==> src/rtl/sd_pkg.sv <==
// sd_pkg: shared types and helpers for the sigma-delta frame sequencer.
//   - sd_state_e   : sequencer states (IDLE, ACC)
//   - SD_POS_BIT / SD_NEG_BIT : bitstream encoding (0 = +1, 1 = -1)
//   - sd_bit_val() : map a stream bit to signed +/-1
//   - sd_sat()     : clip a signed value to a w-bit two's complement range
package sd_pkg;

    typedef enum logic {
        IDLE = 1'b0,
        ACC  = 1'b1
    } sd_state_e;

    localparam logic SD_POS_BIT = 1'b0;
    localparam logic SD_NEG_BIT = 1'b1;

    function automatic logic signed [1:0] sd_bit_val(input logic b);
        return (b == SD_NEG_BIT) ? -2'sd1 : 2'sd1;
    endfunction

    function automatic logic signed [31:0] sd_sat(input logic signed [31:0] v, input int w);
        logic signed [31:0] hi;
        logic signed [31:0] lo;
        hi = (32'sd1 <<< (w - 1)) - 32'sd1;
        lo = -(32'sd1 <<< (w - 1));
        if (v > hi) return hi;
        if (v < lo) return lo;
        return v;
    endfunction

endpackage

==> src/rtl/sd_window_accum.sv <==
// sd_window_accum: per-window sample counter and the two signed accumulators.
//   clk, rst      : clock, synchronous active-high reset
//   clear_i       : hold count/acc/eacc at zero (sequencer not running)
//   take_i        : a sample is accepted this cycle
//   x_bit_i       : input stream bit
//   y_bit_i       : feedback stream bit
//   osr_q_i       : latched window length (already forced >= 1)
//   last_o        : the next accepted sample closes the window
//   acc_sum_o     : acc + x for the sample currently presented
//   eacc_sum_o    : eacc + e for the sample currently presented
module sd_window_accum
    import sd_pkg::*;
#(
    parameter int OSR_W = 16
) (
    input  logic                    clk,
    input  logic                    rst,
    input  logic                    clear_i,
    input  logic                    take_i,
    input  logic                    x_bit_i,
    input  logic                    y_bit_i,
    input  logic [OSR_W-1:0]        osr_q_i,
    output logic                    last_o,
    output logic signed [OSR_W:0]   acc_sum_o,
    output logic signed [OSR_W:0]   eacc_sum_o
);

    logic [OSR_W-1:0]      count_q, count_d;
    logic signed [OSR_W:0] acc_q, acc_d;
    logic signed [OSR_W:0] eacc_q, eacc_d;
    logic signed [1:0]     x_val, y_val, e_val;
    logic signed [2:0]     diff;

    assign x_val = sd_bit_val(x_bit_i);
    assign y_val = sd_bit_val(y_bit_i);
    // (x - y) is -2, 0 or +2; dropping the LSB is an exact divide by two.
    assign diff  = {x_val[1], x_val} - {y_val[1], y_val};
    assign e_val = diff[2:1];

    assign last_o     = (count_q == osr_q_i - OSR_W'(1));
    assign acc_sum_o  = acc_q  + {{(OSR_W-1){x_val[1]}}, x_val};
    assign eacc_sum_o = eacc_q + {{(OSR_W-1){e_val[1]}}, e_val};

    always_comb begin
        count_d = count_q;
        acc_d   = acc_q;
        eacc_d  = eacc_q;
        if (clear_i) begin
            count_d = '0;
            acc_d   = '0;
            eacc_d  = '0;
        end else if (take_i) begin
            if (last_o) begin
                // Window closes; the next one starts on the following sample.
                count_d = '0;
                acc_d   = '0;
                eacc_d  = '0;
            end else begin
                count_d = count_q + OSR_W'(1);
                acc_d   = acc_sum_o;
                eacc_d  = eacc_sum_o;
            end
        end
    end

    always_ff @(posedge clk) begin
        if (rst) begin
            count_q <= '0;
            acc_q   <= '0;
            eacc_q  <= '0;
        end else begin
            count_q <= count_d;
            acc_q   <= acc_d;
            eacc_q  <= eacc_d;
        end
    end

endmodule

==> src/rtl/sd_frame_sequencer.sv <==
// sd_frame_sequencer: frames the 1-bit input and feedback streams into
// osr-sample windows and emits one word per window through a one-entry
// valid/ready output register.
//   clk, rst            : clock, synchronous active-high reset
//   en                  : run enable; dropping it in ACC aborts the window
//   osr                 : window length, latched on IDLE->ACC (0 acts as 1)
//   in, fbin, in_valid  : sample pair and its valid
//   in_ready            : sample accepted when in_valid & in_ready
//   out                 : sign-extended window sum of in
//   err                 : saturated window sum of (x-y)/2
//   mismatch            : |err| > MISMATCH_TH (meaningful while out_valid)
//   out_valid/out_ready : output handshake
//   busy                : sequencer is in ACC
module sd_frame_sequencer
    import sd_pkg::*;
#(
    parameter int OUT_W       = 24,
    parameter int OSR_W       = 16,
    parameter int ERR_W       = 12,
    parameter int MISMATCH_TH = 3
) (
    input  logic             clk,
    input  logic             rst,
    input  logic             en,
    input  logic [OSR_W-1:0] osr,
    input  logic             in,
    input  logic             fbin,
    input  logic             in_valid,
    output logic             in_ready,
    output logic [OUT_W-1:0] out,
    output logic [ERR_W-1:0] err,
    output logic             mismatch,
    output logic             out_valid,
    input  logic             out_ready,
    output logic             busy
);

    generate
        if (OUT_W < OSR_W + 2) begin : g_bad_out_w
            $error("sd_frame_sequencer: OUT_W must be at least OSR_W+2");
        end
    endgenerate

    sd_state_e             state_q;
    logic [OSR_W-1:0]      osr_q;
    logic [OUT_W-1:0]      out_q, out_d;
    logic [ERR_W-1:0]      err_q, err_d;
    logic                  mismatch_q, mismatch_d;
    logic                  out_valid_q;

    logic                  run;
    logic                  last;
    logic                  accept;
    logic                  close;
    logic signed [OSR_W:0] acc_sum;
    logic signed [OSR_W:0] eacc_sum;
    logic signed [31:0]    eacc_wide;

    // Accumulation only proceeds while enabled in ACC; en=0 both blocks the
    // sample this cycle and wipes the partial window.
    assign run      = (state_q == ACC) && en;
    // Stall only when the closing sample would land on a full output register.
    assign in_ready = run && !(last && out_valid_q && !out_ready);
    assign accept   = in_valid && in_ready;
    assign close    = accept && last;
    assign busy     = (state_q == ACC);

    sd_window_accum #(
        .OSR_W(OSR_W)
    ) u_accum (
        .clk       (clk),
        .rst       (rst),
        .clear_i   (!run),
        .take_i    (accept),
        .x_bit_i   (in),
        .y_bit_i   (fbin),
        .osr_q_i   (osr_q),
        .last_o    (last),
        .acc_sum_o (acc_sum),
        .eacc_sum_o(eacc_sum)
    );

    assign eacc_wide  = 32'(eacc_sum);
    assign out_d      = {{(OUT_W-OSR_W-1){acc_sum[OSR_W]}}, acc_sum};
    assign err_d      = ERR_W'(sd_sat(eacc_wide, ERR_W));
    assign mismatch_d = (eacc_wide > MISMATCH_TH) || (eacc_wide < -MISMATCH_TH);

    always_ff @(posedge clk) begin
        if (rst) begin
            state_q     <= IDLE;
            osr_q       <= OSR_W'(1);
            out_q       <= '0;
            err_q       <= '0;
            mismatch_q  <= 1'b0;
            out_valid_q <= 1'b0;
        end else begin
            case (state_q)
                IDLE: begin
                    if (en) begin
                        osr_q   <= (osr == '0) ? OSR_W'(1) : osr;
                        state_q <= ACC;
                    end
                end
                ACC: begin
                    if (!en) state_q <= IDLE;
                end
                default: state_q <= IDLE;
            endcase

            // A close is only possible when the register is empty or being
            // drained this cycle, so loading here never drops a word.
            if (close) begin
                out_q       <= out_d;
                err_q       <= err_d;
                mismatch_q  <= mismatch_d;
                out_valid_q <= 1'b1;
            end else if (out_valid_q && out_ready) begin
                out_valid_q <= 1'b0;
            end
        end
    end

    assign out       = out_q;
    assign err       = err_q;
    assign mismatch  = mismatch_q;
    assign out_valid = out_valid_q;

endmodule

==> config.mk <==
export PLATFORM = sky130hd
export DESIGN_NAME = sd_frame_sequencer
export DESIGN_NICKNAME = d
export VERILOG_FILES = /design/src/rtl/sd_pkg.sv /design/src/rtl/sd_window_accum.sv /design/src/rtl/sd_frame_sequencer.sv
export SDC_FILE = /design/constraint.sdc
export NUM_CORES = 1
export LEC_CHECK = 0
export ABC_AREA = 1
export CORE_ASPECT_RATIO = 1.5
export CORE_UTILIZATION = 35
export DETAILED_ROUTE_END_ITERATION = 6
export PLACE_DENSITY_LB_ADDON = 0.1
export SKIP_CTS_REPAIR_TIMING = 1
export SYNTH_ARGS = -nofsm -noshare
export SYNTH_HDL_FRONTEND = slang
export SYNTH_HIERARCHICAL = 1
export SYNTH_SLANG_ARGS = --single-unit
==> constraint.sdc <==
create_clock -name clk -period 3.75 [get_ports clk]
set_clock_uncertainty 0.2 [all_clocks]
set_input_delay 0.75 -clock clk [delete_from_list [all_inputs] [get_ports clk]]
set_output_delay 0.75 -clock clk [all_outputs]
set_load 0.02 [all_outputs]
==> run_results.csv <==
group,metric,value,unit
place,io_buffers,62,
yosys,synth_seq_cells,98,
power,p_int,1760,uW
detailed_routing,viasPerCell,4.69,
floorplanning,std_cell_rows,62,
detailed_routing,drtIter0Drc,236,
grt,grt_pass1_wl,32100,um
worst_setup_path,worst-setup-path-type,"input port to flop",
cts,cts_buffer_depth,2,
place,placed_cell_area,8280,sq um
detailed_routing,drc,0,
worst_setup_path,critPathMaxFanout,10,
detailed_routing,routed_wl,19600,um
yosys,synth_top_area_cell,"dfxtp_1",
worst_setup_path,cp-end-kind,"flop",
power,switching_power,681,uW
worst_setup_path,cpMaxStageDelayCell,"clkdlybuf4s50_1",
floorplanning,die_w,117,um
detailed_routing,route.antenna.remaining_nets,0,
layout,regArea,1960,sq um
timing,fin_crit,3570,ps
yosys,synth_most_common_cell,"nand2_1",
worst_setup_path,crit_required,3800,ps
timing,relSlewSlack,50.3,%
power,worst_ir_drop_vdd,0.170,mV
worst_setup_path,worstPathCellList,"clkdlybuf4s50_1 -> inv_1 -> ha_1 -> buf_12 -> buf_4 -> ha_1 -> nand2_1 -> nand2_1 -> a31oi_1 -> nand2_1 -> nand2_1 -> nand3b_1 -> nand2_1 -> inv_1 -> or2_1 -> o21ai_2 -> buf_4 -> nand3_1 -> nand2_1 -> inv_1",
yosys,synth_compound_area_share,13.0,%
yosys,synth_area,6920,sq um
cts,clock-sinks,98,
yosys,async_reset_ff_share,0,%
timing,slew_viol_final,0,
yosys,synth_simple_gate_area_share,34.4,%
yosys,seq_area_frac_synth,28.4,%
yosys,netlist_top_cells_count,"nand2_1 (297), inv_1 (144), nor2_1 (129), dfxtp_1 (98), a21oi_1 (94)",
yosys,synthMuxAreaShare,0.145,%
cts,root_buffer,"clkbuf_16",
yosys,synth_ff_type,"dfxtp_1",
timing,holdWs,266,ps
place,gp_congestion,0.847,
floorplanning,die_area,20300,sq um
power,total_power,2440,uW
layout,nets,1263,
yosys,ys_top_cells_by_area,"dfxtp_1 (28%), nand2_1 (16%), inv_1 (7.8%)",
layout,drive_gt1_share,14.0,%
timing,setup_violations,0,
layout,multiInputGateArea,4280,sq um
layout,final_area,8760,sq um
timing,tightest_slew,742,ps
place,dpl.hpwl,15000,um
timing,fin_crit_sh,95.1,%
worst_setup_path,cpMostUsedCell,"nand2_1",
worst_setup_path,ff2ff_path_depth,23,
yosys,synth_top_area_share,28.4,%
detailed_routing,wire_per_inst,13.4,um
floorplanning,coreArea,19200,sq um
power,p_clk_share,39.3,%
grt,globalRouteTotalUtil,20.4,%
power,pwr-share-seq,44.2,%
power,power_density,279,nW/um^2
cts,path_clk_slew,60,ps
timing,clock.fmax,280,MHz
min_path,hold_path_depth,2,
yosys,synth-xor-area-share,5.19,%
cts,clk_latency,360,ps
cts,cts_buffers,9,
floorplanning,start_util,36.0,%
cts,cts_tree,"done",
worst_setup_path,cp_data_arrival_time,3620,ps
grt,overflow,0,
run,maxCapViolCount,0,
yosys,postSynthAreaPerCell,6.40,sq um
yosys,synth_nets,1140,
cts,htreeDepth,3,
yosys,synth_top_family_by_area,"simple AND/OR/NAND/NOR gates",
layout,fillCellCount,2153,
power,p_leak,0.00401,uW
grt,antenna_found_initial,0,
layout,syn2layout_area_growth,26.6,%
layout,insertedDiodeCount,0,
grt,grt_pass1_vias,6732,
yosys,synth_edf_count,0,
detailed_routing,drtPass1Iterations,4,
worst_setup_path,max_stage_delay,470,ps
worst_setup_path,critPathLaunchType,"input port",
timing,hold_viol,0,
yosys,synthAdderAreaFrac,6.73,%
detailed_routing,vias,6878,
min_path,hp-class,"flop to flop",
yosys,ys_types,43,
outcome,status,"complete, no violations",
floorplanning,die_y,174,um
grt,grt_max_degree,62,
yosys,synth_warnings,6,
floorplanning,num_io_pins,63,
yosys,syn_inst,1081,
power,comb_power_share,16.5,%
power,switching_share,27.9,%
==> power by group through the flow <==
| stage | Clock, uW | Combinational (uW) | Sequential, uW |
|---|---|---|---|
| final | 959 | 403 | 1080 |
| after global routing | 1040 | 453 | 1080 |
| after CTS | 997 | 390 | 1080 |
| after detailed placement | 0 | 388 | 1100 |
| after global placement | 0 | 388 | 1100 |
| after floorplan | 0 | 243 | 1090 |
==> cells by family after synthesis <==
kind of cell | Yosys count
xor gates and xnor gates | 41
buffers and inverters | 188
DFF | 98
adders and majority gates | 36
AOI/OAI and AO/OA | 168
and+or+nand+nor | 549
muxes | 1
==> routing by layer <==
metal  vias up  track usage, %  part of all wire [%]
met5         -               0                     0
met4         0            6.75                   2.2
met3        26            2.68                   2.3
met2        81            38.3                    53
met1      3110            22.9                    43
li1       3661               -                     -
==> per-stage QoR <==
step / utilization [%] / instances / worst slack, ps / TNS (ps)
3_3_place_gp: 43.0 / 1448 / -299 / -3250
4_1_cts: 44.6 / 1464 / -342 / -342
5_1_grt: 45.5 / 1465 / -21.3 / -38.6
3_5_place_dp: 43.0 / 1448 / -332 / -3810
6_report: 45.5 / 1465 / 184 / 0
2_1_floorplan: - / 1081 / 265 / 0
==> state kept, by name, summed over array words and instances, names as in the netlist <==
signal and count:
u_accum/count_q 16, u_accum/acc_q 17, busy 1, out 17
err 12, u_accum/eacc_q 17, osr_q 16, out_valid 1
mismatch 1
==> area by class of cell <==
| type | instances | share of cell area, % |
|---|---|---|
| clock buffer | 12 | 2.81 |
| tap | 256 | 3.66 |
| timing repair buffer | 149 | 15.2 |
| inverter | 151 | 6.50 |
| multi-input combinational | 795 | 48.8 |
| sequential | 98 | 22.4 |
| clock inverter | 4 | 0.586 |
==> final timing paths <==
kind / from / endpoint / slack, ps
max: fbin / err[1] / 180
min: out[6] / out[6] / 270
max reg2reg: osr_q[5] / u_accum/count_q[13] / 290
min reg2reg: out[6] / out[6] / 270
==> worst max-delay path: cells and delay by family <==
kind | cells | cell delay (ps)
compound gates | 2 | 290
fa+ha+maj | 2 | 500
buf+inv | 7 | 1100
simple gates | 9 | 990
==> cells in the final DEF (no fill, tap or decap), types with 13 or more instances in the layout <==
cell,instances
a21oi_1,92
buf_4,82
clkdlybuf4s50_1,60
dfxtp_1,96
ha_1,30
inv_1,142
nand2_1,291
nand2_2,14
nand3_1,53
nand3b_1,13
nor2_1,123
o21ai_0,46
xnor2_1,17
xor2_1,23
No activity file was read; power rests on OpenSTA's default activity.
